==> config.mk <==
export PLATFORM = sky130hd
export DESIGN_NAME = fnd_scan_controller
export DESIGN_NICKNAME = d
export VERILOG_FILES = /design/src/rtl/fnd_pkg.sv /design/src/rtl/fnd_seg_decoder.sv /design/src/rtl/fnd_scan_controller.sv
export SDC_FILE = /design/constraint.sdc
export NUM_CORES = 1
export LEC_CHECK = 0
export ABC_AREA = 1
export CORE_MARGIN = 1.5
export CORE_UTILIZATION = 33
export CTS_BUF_LIST = sky130_fd_sc_hd__clkbuf_2
export DETAILED_ROUTE_END_ITERATION = 6
export PLACE_DENSITY_LB_ADDON = 0.2
export SLEW_MARGIN = 10
export SYNTH_ARGS = -nofsm -noshare
export SYNTH_HDL_FRONTEND = slang
export SYNTH_SLANG_ARGS = --single-unit
==> constraint.sdc <==
create_clock -name i_clk -period 5.1 [get_ports i_clk]
set_input_delay 0.765 -clock i_clk [delete_from_list [all_inputs] [get_ports i_clk]]
set_output_delay 0.765 -clock i_clk [all_outputs]
set_load 0.005 [all_outputs]
==> src/rtl/fnd_pkg.sv <==
// Shared constants for the FND scan controller: active-low segment codes,
// the blank pattern and the scan FSM state encoding.
package fnd_pkg;

  localparam logic [7:0] SEG_0     = 8'hC0;
  localparam logic [7:0] SEG_1     = 8'hF9;
  localparam logic [7:0] SEG_2     = 8'hA4;
  localparam logic [7:0] SEG_3     = 8'hB0;
  localparam logic [7:0] SEG_4     = 8'h99;
  localparam logic [7:0] SEG_5     = 8'h92;
  localparam logic [7:0] SEG_6     = 8'h82;
  localparam logic [7:0] SEG_7     = 8'hF8;
  localparam logic [7:0] SEG_8     = 8'h80;
  localparam logic [7:0] SEG_9     = 8'h90;
  localparam logic [7:0] SEG_A     = 8'h88;
  localparam logic [7:0] SEG_B     = 8'h83;
  localparam logic [7:0] SEG_C     = 8'hC6;
  localparam logic [7:0] SEG_D     = 8'hA1;
  localparam logic [7:0] SEG_E     = 8'h86;
  localparam logic [7:0] SEG_F     = 8'h8E;
  localparam logic [7:0] SEG_BLANK = 8'hFF;

  localparam logic [1:0] STATE_IDLE  = 2'd0;
  localparam logic [1:0] STATE_DRIVE = 2'd1;
  localparam logic [1:0] STATE_GUARD = 2'd2;

  typedef enum logic [1:0] {
    ST_IDLE  = STATE_IDLE,
    ST_DRIVE = STATE_DRIVE,
    ST_GUARD = STATE_GUARD
  } fnd_state_e;

  // Hex nibble to active-low pattern with the dp bit (bit7) off.
  function automatic logic [7:0] hex_to_seg(input logic [3:0] nib);
    logic [7:0] seg;
    case (nib)
      4'h0:    seg = SEG_0;
      4'h1:    seg = SEG_1;
      4'h2:    seg = SEG_2;
      4'h3:    seg = SEG_3;
      4'h4:    seg = SEG_4;
      4'h5:    seg = SEG_5;
      4'h6:    seg = SEG_6;
      4'h7:    seg = SEG_7;
      4'h8:    seg = SEG_8;
      4'h9:    seg = SEG_9;
      4'hA:    seg = SEG_A;
      4'hB:    seg = SEG_B;
      4'hC:    seg = SEG_C;
      4'hD:    seg = SEG_D;
      4'hE:    seg = SEG_E;
      4'hF:    seg = SEG_F;
      default: seg = SEG_BLANK;
    endcase
    return seg;
  endfunction

endpackage

==> src/rtl/fnd_seg_decoder.sv <==
// Combinational nibble + dp + blank to active-low seven-segment pattern.
module fnd_seg_decoder
  import fnd_pkg::*;
(
  input  logic [3:0] nibble_i,
  input  logic       dp_i,
  input  logic       blank_i,
  output logic [7:0] seg_o
);

  // A blanked digit still shows its decimal point if requested.
  always_comb begin
    if (blank_i) begin
      seg_o = dp_i ? 8'h7F : SEG_BLANK;
    end else begin
      seg_o = hex_to_seg(nibble_i) & {~dp_i, 7'h7F};
    end
  end

endmodule

==> src/rtl/fnd_scan_controller.sv <==
// Multiplexed common-anode FND driver: time-scans NUM_DIGITS digits with a dark
// guard gap, leading-zero blanking and per-frame input latching.
module fnd_scan_controller
  import fnd_pkg::*;
#(
  parameter int NUM_DIGITS   = 4,
  parameter int SCAN_DIV     = 100000,
  parameter int GUARD_CYCLES = 1000,
  localparam int IDX_W       = $clog2(NUM_DIGITS)
) (
  input  logic                    i_clk,
  input  logic                    i_reset_n,
  input  logic                    i_enable,
  input  logic [4*NUM_DIGITS-1:0] i_value,
  input  logic [NUM_DIGITS-1:0]   i_dp,
  input  logic                    i_blank_lz,
  output logic [NUM_DIGITS-1:0]   o_position,
  output logic [7:0]              o_segment,
  output logic [IDX_W-1:0]        o_digit_idx,
  output logic                    o_frame_start
);

  localparam int CNT_MAX = (SCAN_DIV > GUARD_CYCLES) ? SCAN_DIV : GUARD_CYCLES;
  localparam int CNT_W   = $clog2(CNT_MAX + 1);
  localparam int VAL_W   = 4 * NUM_DIGITS;
  localparam logic [CNT_W-1:0] SCAN_LAST  = CNT_W'(SCAN_DIV - 1);
  localparam logic [CNT_W-1:0] GUARD_LAST = (GUARD_CYCLES > 0) ? CNT_W'(GUARD_CYCLES - 1) : '0;
  localparam logic [IDX_W-1:0] LAST_IDX   = IDX_W'(NUM_DIGITS - 1);

  fnd_state_e              state_q, state_d;
  logic [CNT_W-1:0]        cnt_q, cnt_d;
  logic [IDX_W-1:0]        idx_q, idx_d;
  logic [VAL_W-1:0]        value_q, value_d;
  logic [NUM_DIGITS-1:0]   dp_q, dp_d;
  logic [NUM_DIGITS-1:0]   blank_q, blank_d;
  logic [NUM_DIGITS-1:0]   position_q, position_d;
  logic [7:0]              segment_q, segment_d;
  logic                    frame_start_q, frame_start_d;

  logic                    latch_s;
  logic [IDX_W-1:0]        next_idx_s;
  logic [NUM_DIGITS-1:0]   lz_mask_s;
  logic [3:0]              nibble_s;
  logic                    dp_sel_s;
  logic                    blank_sel_s;
  logic [7:0]              seg_pat_s;

  // Digit index after the current one, wrapping to the rightmost digit.
  always_comb begin
    if (idx_q == LAST_IDX) begin
      next_idx_s = '0;
    end else begin
      next_idx_s = idx_q + IDX_W'(1);
    end
  end

  // Leading-zero mask of the incoming value; only consumed on a latch edge.
  always_comb begin
    logic zero_run;
    zero_run  = 1'b1;
    lz_mask_s = '0;
    for (int k = NUM_DIGITS - 1; k >= 0; k--) begin
      zero_run     = zero_run & (i_value[4*k +: 4] == 4'h0);
      lz_mask_s[k] = i_blank_lz & zero_run & (k != 0);
    end
  end

  // Scan FSM: state, dwell counter and digit index; flags the frame latch edge.
  always_comb begin
    state_d = state_q;
    cnt_d   = cnt_q + CNT_W'(1);
    idx_d   = idx_q;
    latch_s = 1'b0;
    case (state_q)
      ST_IDLE: begin
        cnt_d = '0;
        idx_d = '0;
        if (i_enable) begin
          state_d = ST_DRIVE;
          latch_s = 1'b1;
        end else begin
          state_d = ST_IDLE;
        end
      end
      ST_DRIVE: begin
        if (!i_enable) begin
          state_d = ST_IDLE;
          cnt_d   = '0;
          idx_d   = '0;
        end else if (cnt_q == SCAN_LAST) begin
          cnt_d = '0;
          if (GUARD_CYCLES > 0) begin
            state_d = ST_GUARD;
          end else begin
            state_d = ST_DRIVE;
            idx_d   = next_idx_s;
            latch_s = (next_idx_s == '0);
          end
        end else begin
          state_d = ST_DRIVE;
        end
      end
      ST_GUARD: begin
        if (!i_enable) begin
          state_d = ST_IDLE;
          cnt_d   = '0;
          idx_d   = '0;
        end else if (cnt_q == GUARD_LAST) begin
          state_d = ST_DRIVE;
          cnt_d   = '0;
          idx_d   = next_idx_s;
          latch_s = (next_idx_s == '0);
        end else begin
          state_d = ST_GUARD;
        end
      end
      default: begin
        state_d = ST_IDLE;
        cnt_d   = '0;
        idx_d   = '0;
      end
    endcase
  end

  // Frame snapshot; held for the whole frame so mid-frame input changes never tear.
  always_comb begin
    if (latch_s) begin
      value_d = i_value;
      dp_d    = i_dp;
      blank_d = lz_mask_s;
    end else begin
      value_d = value_q;
      dp_d    = dp_q;
      blank_d = blank_q;
    end
    frame_start_d = latch_s;
  end

  // Select the digit that will be shown after this edge.
  always_comb begin
    nibble_s    = value_d[{idx_d, 2'b00} +: 4];
    dp_sel_s    = dp_d[idx_d];
    blank_sel_s = blank_d[idx_d];
  end

  fnd_seg_decoder u_seg_decoder (
    .nibble_i (nibble_s),
    .dp_i     (dp_sel_s),
    .blank_i  (blank_sel_s),
    .seg_o    (seg_pat_s)
  );

  // Next output values: only DRIVE lights a digit.
  always_comb begin
    if (state_d == ST_DRIVE) begin
      position_d = ~(NUM_DIGITS'(1) << idx_d);
      segment_d  = seg_pat_s;
    end else begin
      position_d = '1;
      segment_d  = SEG_BLANK;
    end
  end

  // State and output registers.
  always_ff @(posedge i_clk or negedge i_reset_n) begin
    if (!i_reset_n) begin
      state_q       <= ST_IDLE;
      cnt_q         <= '0;
      idx_q         <= '0;
      value_q       <= '0;
      dp_q          <= '0;
      blank_q       <= '0;
      position_q    <= '1;
      segment_q     <= SEG_BLANK;
      frame_start_q <= 1'b0;
    end else begin
      state_q       <= state_d;
      cnt_q         <= cnt_d;
      idx_q         <= idx_d;
      value_q       <= value_d;
      dp_q          <= dp_d;
      blank_q       <= blank_d;
      position_q    <= position_d;
      segment_q     <= segment_d;
      frame_start_q <= frame_start_d;
    end
  end

  assign o_position    = position_q;
  assign o_segment     = segment_q;
  assign o_digit_idx   = idx_q;
  assign o_frame_start = frame_start_q;

endmodule

# Yosys cells after proc, flatten, opt, wreduce, memory -nomap -nowiden
# Memories as Yosys holds them, arrays and structs flattened.
# Index checks and enable logic that the tools add are counted.
op_classes:
  n_addsub: 2
  magnitude_cmp: 1
  n_reduce_logical: 5
  n_bitwise: 8
  muxes: 32
  shift: 2
  n_eq_ne: 6
ops:
  columns: ["cell", "n"]
  rows:
  - ["17-bit 2-to-1 mux", 4]
  - ["17-bit case mux with 2 select lines", 1]
  - ["8-bit 2-to-1 mux", 4]
  - ["17-bit by 1-bit adder with 17-bit output (second input constant)", 1]
  - ["17-bit by 10-bit == test with 1-bit output (second input constant)", 1]
  - ["17-bit == test (second input constant)", 1]
  - ["16-bit 2-to-1 mux", 1]
  - ["2-bit 2-to-1 mux", 8]
  - ["16-bit by 5-bit indexed part select with 4-bit output", 1]
  - ["4-bit zero test", 3]
  - ["4-bit 2-to-1 mux", 3]
  - ["8-bit AND", 1]
  - ["1-bit 2-to-1 mux", 6]
  - ["2-bit case mux with 3 select lines", 1]
  - ["1-bit AND", 5]
  - ["1-bit binary-select mux with 2-bit select", 2]
  - ["2-bit by 1-bit == test with 1-bit output (second input constant)", 2]
  - ["2-bit == test (second input constant)", 2]
  - ["2-bit zero test", 2]
  - ["4-bit NOT", 1]
  - ["2-bit case mux with 2 select lines", 1]
  - ["1-bit by 2-bit left shift with 4-bit output (first input constant)", 1]
  - ["2-bit by 3-bit < comparator with 1-bit output (second input constant)", 1]
  - ["2-bit by 1-bit adder with 2-bit output (second input constant)", 1]
  - ["other kinds (2)", 2]
totals:
  n_memories: 1
  out_inout_bits: 15
  elab_cells: 66
  regBits: 58
  romBits: 112
  input_bits: 24
mem_list:
  columns: ["memory", "depth", "word_bits", "read_ports", "rd_ports_with_merged_regs", "wr", "line", "source"]
  rows:
  - ["(no name shown)", 16, 7, 1, 0, 0, "fnd_pkg.sv:36", "case (nib)"]

# Logic depth before layout (Yosys ltp)
logic_depth:
  word_depth: 13
  ltp_mapped: 21
  mapped_depth_nobuf: 20

# Cells and area by module
# Synthesis repeated with hierarchy kept, for this count alone.
unflattened:
  hier_cells: 408
  area_unflattened_um2: 3244.4
by_module_without_submodules:
  columns: ["mod", "seq_area_each_um2", "area_per_inst_um2", "cells_each", "n_inst"]
  rows:
  - ["fnd_scan_controller", 1466.4, 2951.6, 355, 1]
  - ["fnd_seg_decoder", 0.0, 292.8, 53, 1]

# Worst setup path before layout
# Ideal clock, no wire load.
synth_path:
  path_type: "input-to-reg"
  startpoint: "input i_enable"
  endpoint: "register segment_q[0], in the netlist o_segment[0]"
  path_slack_ns: 2.695
  arrival_time_ns: 2.321
  setup_time_ns: 0.084
  required_time_ns: 5.016
  n_path_buf: 1
  stages: 15
  cell_sequence: "nand2_2 -> a21oi_2 -> nand2_4 -> buf_6 -> nand2_1 -> nand2_1 -> nand3_1 -> nand2_1 -> nor2_4 -> inv_1 -> ha_1 -> inv_1 -> nand3_1 -> nand3_1 -> nand3_1"
synth_between:
  elab_chain_cells: 9
  elab_cells_between_ends: 21
  cone_classes: "eq/ne (1); shift (1); mux (17); bitwise (1); memory (1)"
synth_lines:
  columns: ["item", "line", "source"]
  rows:
  - ["start, declared", "fnd_scan_controller.sv:13", "input logic i_enable,"]
  - ["1-bit 2-to-1 mux, on equally long branches", "fnd_scan_controller.sv:104, fnd_scan_controller.sv:78", null]
  - ["1-bit case mux with 2 select lines *", "fnd_scan_controller.sv:74", "case (state_q)"]
  - ["16-bit 2-to-1 mux *", "fnd_scan_controller.sv:127", "if (latch_s) begin"]
  - ["named net value_d[13]", "fnd_scan_controller.sv:33", "logic [VAL_W-1:0] value_q, value_d;"]
  - ["16-bit by 5-bit indexed part select with 4-bit output *", "fnd_scan_controller.sv:141", "nibble_s = value_d[{idx_d, 2'b00} +: 4];"]
  - ["memory read 16 x 7 bit *", null, null]
  - ["8-bit 2-to-1 mux *", "fnd_seg_decoder.sv:13", "if (blank_i) begin"]
  - ["8-bit AND *", "fnd_seg_decoder.sv:16", "seg_o = hex_to_seg(nibble_i) & {~dp_i, 7'h7F};"]
  - ["8-bit 2-to-1 mux *", "fnd_seg_decoder.sv:13", null]
  - ["8-bit 2-to-1 mux *", "fnd_scan_controller.sv:155", "if (state_d == ST_DRIVE) begin"]
  - ["named net segment_d[0]", "fnd_scan_controller.sv:37", "logic [7:0] segment_q, segment_d;"]
  - ["end signal, assigned", "fnd_scan_controller.sv:184", "segment_q <= segment_d;"]
  - ["end, declared", "fnd_scan_controller.sv:37", null]
# The timed path passes the listed nets; every way through them passes the cells marked *. The select of a mux whose other input is x is not followed.

# Worst setup path after layout
layout_path:
  startpoint: "input i_enable"
  endpoint: "register segment_q[5], in the netlist o_segment[5]"
# The elaborated chain is that of the path after synthesis.

==> run_results.csv <==
group,metric,value,unit
status,status,"complete, no violations",
synthesis,synth_edf_count,0,
placed_design,gp_congestion,0.875,
sta,slew_violations,0,
global_route,grt_start_max_net_pins,59,
sta,whs,0.381,ns
die,placementRows,37,
route,vias,2808,
critical_path,cp.arrival,3.14,ns
synthesis,ys_async_sr_fraction,100,%
synthesis,synth_seq_cells,58,
critical_path,required,5.53,ns
global_route,grt_overflow,0,
global_route,grt_pass1_vias,2831,
critical_path,critPathBufInv,2,
route,via_per_inst,4.65,
cells_and_area,instances_no_fill,604,
cells_and_area,area_growth,17.1,%
die,die_y,105,microns
clock_network,cts_setup_buffers,0,
die,die_area,11100,sq um
critical_path,start_kind,"input pin",
critical_path,crit_fanout,18,
clock_network,cts_buffer_depth,2,
route,drtIter0Drc,162,
sta,tightest_slew,0.752,ns
synthesis,synthMuxAreaShare,0,%
synthesis,yosys.area_share.simple,41.2,%
route,ant_nets,0,
synthesis,synth.avg_cell_area,8.20,sq um
synthesis,syn-instance-count,421,
global_route,grt.total_usage,15.5,%
route,drc,0,
sta,hold_violations,0,
sta,fin_crit,2.71,ns
die,die_w,105,microns
sta,rsz0062_at_grt,"no",
power,powerDensity,283,nW/um^2
power,vdd_drop_max,139,uV
global_route,grt_pass1_wl,13400,microns
critical_path,cp-end-kind,"flop",
sta,fin_skew,0.0315,ns
synthesis,synth_top_family_by_area,"simple AND/OR/NAND/NOR gates",
route,avgRoutedWirePerCell,13.0,microns
sta,setup_tns,0,ns
sta,relSlewSlack,49.9,%
cells_and_area,layout-drive-gt1-share,18.4,%
synthesis,yosysWarnings,0,
placed_design,portBuffers,38,
clock_network,cts_buffers,9,
clock_network,clk_latency,0.50,ns
clock_network,ctsRootBufferMaster,"clkbuf_2",
route,dr.pass1.iters,4,
synthesis,synth_compound_area_share,2.90,%
cells_and_area,final_nets,500,
critical_path,cp_slowest_cell,"clkdlybuf4s50_1",
cells_and_area,diodes,0,
placed_design,dp_hpwl,5870,microns
sta,max_clock_freq,369,MHz
synthesis,ys_seq_area_share,42.5,%
hold_path,min_path_type,"input pin to asynchronous set/reset pin",
sta,layout_worst_path_cycle_share,53.2,%
synthesis,synth_area,3450,sq um
synthesis,synth_xor_area_share,1.52,%
die,start_util,33.7,%
cells_and_area,final_util,39.5,%
power,leakage,1.95,nW
synthesis,synthAdderAreaFrac,4.71,%
placed_design,placed_cells,588,
synthesis,syn_nets,458,
clock_network,clock_sinks,58,
critical_path,crit_top_cell,"nand2_1",
sta,setup_violations,0,
critical_path,cpLargestDelayFamily,"simple AND/OR/NAND/NOR gates",
clock_network,hold_buffers,0,
critical_path,critical_path_class,"input pin to flop",
die,core_area,10200,sq um
global_route,antenna_found_initial,0,
clock_network,clkSlewWorstSetupHoldPaths,0.21,ns
clock_network,cts_resized,0,
job,maxCapViolations,0,
critical_path,max_stage_delay,0.55,ns
route,drt_wl_total,7840,microns
die,io_pins,39,
clock_network,cts_tree,"built",
critical_path,path_cells,"clkdlybuf4s50_1 -> nand2_2 -> a21oi_2 -> nand2_4 -> nand2_1 -> nand2_1 -> nand3_1 -> nand2_1 -> nor2_4 -> inv_1 -> ha_1 -> nand2_2 -> o21ai_0 -> nand2_1 -> nand2_1",
synthesis,synthDistinctLibCells,39,
clock_network,htreeDepth,3,
synthesis,synth_ff_type,"dfrtp_1",
## cells by family after synthesis
family / Yosys count
compound gates: 16
xor+xnor: 6
fa+ha+maj: 13
buf+inv: 53
flops: 58
simple gates: 275
## stage by stage
stage | instance area [sq um] | worst slack (ns) | power, mW
2_1_floorplan | 3450 | 2.70 | 0.741
3_3_place_gp | 3930 | 1.98 | 0.850
3_5_place_dp | 3930 | 1.90 | 0.853
4_1_cts | 4040 | 2.40 | 1.16
5_1_grt | 4040 | 2.20 | 1.22
6_report | 4040 | 2.39 | 1.14
## cell type report
type | instances | area, sq um
Clock inverter | 7 | 70.1
Multi-Input combinational cell | 310 | 1740
Inverter | 45 | 170
Fill cell | 1079 | 6190
Timing Repair Buffer | 39 | 383
Clock buffer | 9 | 45.0
Sequential cell | 58 | 1470
Tap cell | 136 | 170
## routing by layer
| layer | wire [microns] | GRT usage, % | vias to the layer above | part of all wire (%) |
|---|---|---|---|---|
| li1 | - | - | 1427 | - |
| met1 | 3450 | 18.2 | 1312 | 44 |
| met2 | 3960 | 27.2 | 55 | 51 |
| met3 | 269 | 3.65 | 14 | 3.4 |
| met4 | 156 | 6.16 | 0 | 2.0 |
| met5 | 0 | 0 | - | 0 |
## final timing paths
| check | start | end | slack, ns | cells after the start |
|---|---|---|---|---|
| hold / removal | i_reset_n | value_q[15] | 0.38 | 2 |
| max in group asynchronous | i_reset_n | blank_q[0] | 4.20 | 2 |
| setup reg to reg | cnt_q[0] | o_segment[3] | 2.41 | 19 |
| min in group i_clk | cnt_q[0] | cnt_q[0] | 0.48 | 1 |
| hold reg to reg | cnt_q[0] | cnt_q[0] | 0.48 | 1 |
| setup / recovery | i_enable | o_segment[5] | 2.39 | 15 |
## flip-flops by register name (all words and copies together), names as in the netlist
register,flops
blank_q,4
cnt_q,17
dp_q,4
o_digit_idx,2
o_frame_start,1
o_position,4
o_segment,8
state_q,2
value_q,16
## power by group
part	leakage (nW)	internal (mW)	total, mW	switching (mW)
registers	0.714	0.527	0.543	0.0157
clock network	0.0616	0.111	0.303	0.192
logic	1.17	0.122	0.298	0.176
total	1.95	0.760	1.14	0.384
## cells in the mapped netlist, types with 2 or more instances
| master | n | area share [%] |
|---|---|---|
| inv_2 | 4 | 0.43 |
| dfrtp_1 | 46 | 33 |
| ha_1 | 13 | 4.7 |
| o21ai_0 | 5 | 0.73 |
| nand2_1 | 120 | 13 |
| nor4_1 | 3 | 0.54 |
| nor3b_1 | 2 | 0.43 |
| o21ai_1 | 3 | 0.43 |
| nand3_4 | 2 | 1.0 |
| nand2_2 | 23 | 4.2 |
| nand2_4 | 9 | 2.9 |
| nor3_1 | 5 | 0.73 |
| nor2_4 | 6 | 2.0 |
| dfstp_2 | 12 | 9.1 |
| nor2_2 | 2 | 0.36 |
| buf_6 | 4 | 1.3 |
| inv_1 | 40 | 4.4 |
| nor2_1 | 38 | 4.1 |
| nand3_2 | 4 | 1.2 |
| nand4_1 | 6 | 1.1 |
| nor2_8 | 2 | 1.2 |
| nand3_1 | 50 | 7.3 |
| a31oi_1 | 2 | 0.36 |
| xor2_1 | 5 | 1.3 |
## placed cells by master (no fill, tap or decap), drive strengths merged
cell type      Yosys  final
a221oi             1      1
nor3               5      5
a31oi              2      2
nor2              48     48
clkinv             1      4
nand2            152    152
nor3b              2      2
o211ai             1      1
a31o               1      1
inv               44     44
ha                13     13
nand4              8      8
clkinvlp           0      3
nand3b             1      1
nor4               3      3
dfrtp             46     46
buf                7      2
clkdlybuf4s50      0     37
bufinv             0      1
o21ai              8      8
dfstp             12     12
xor2               5      5
a311oi             1      1
clkbuf             1      9
nand3             56     56
xnor2              1      1
a21oi              2      2
(Power assumes the default switching activity.)
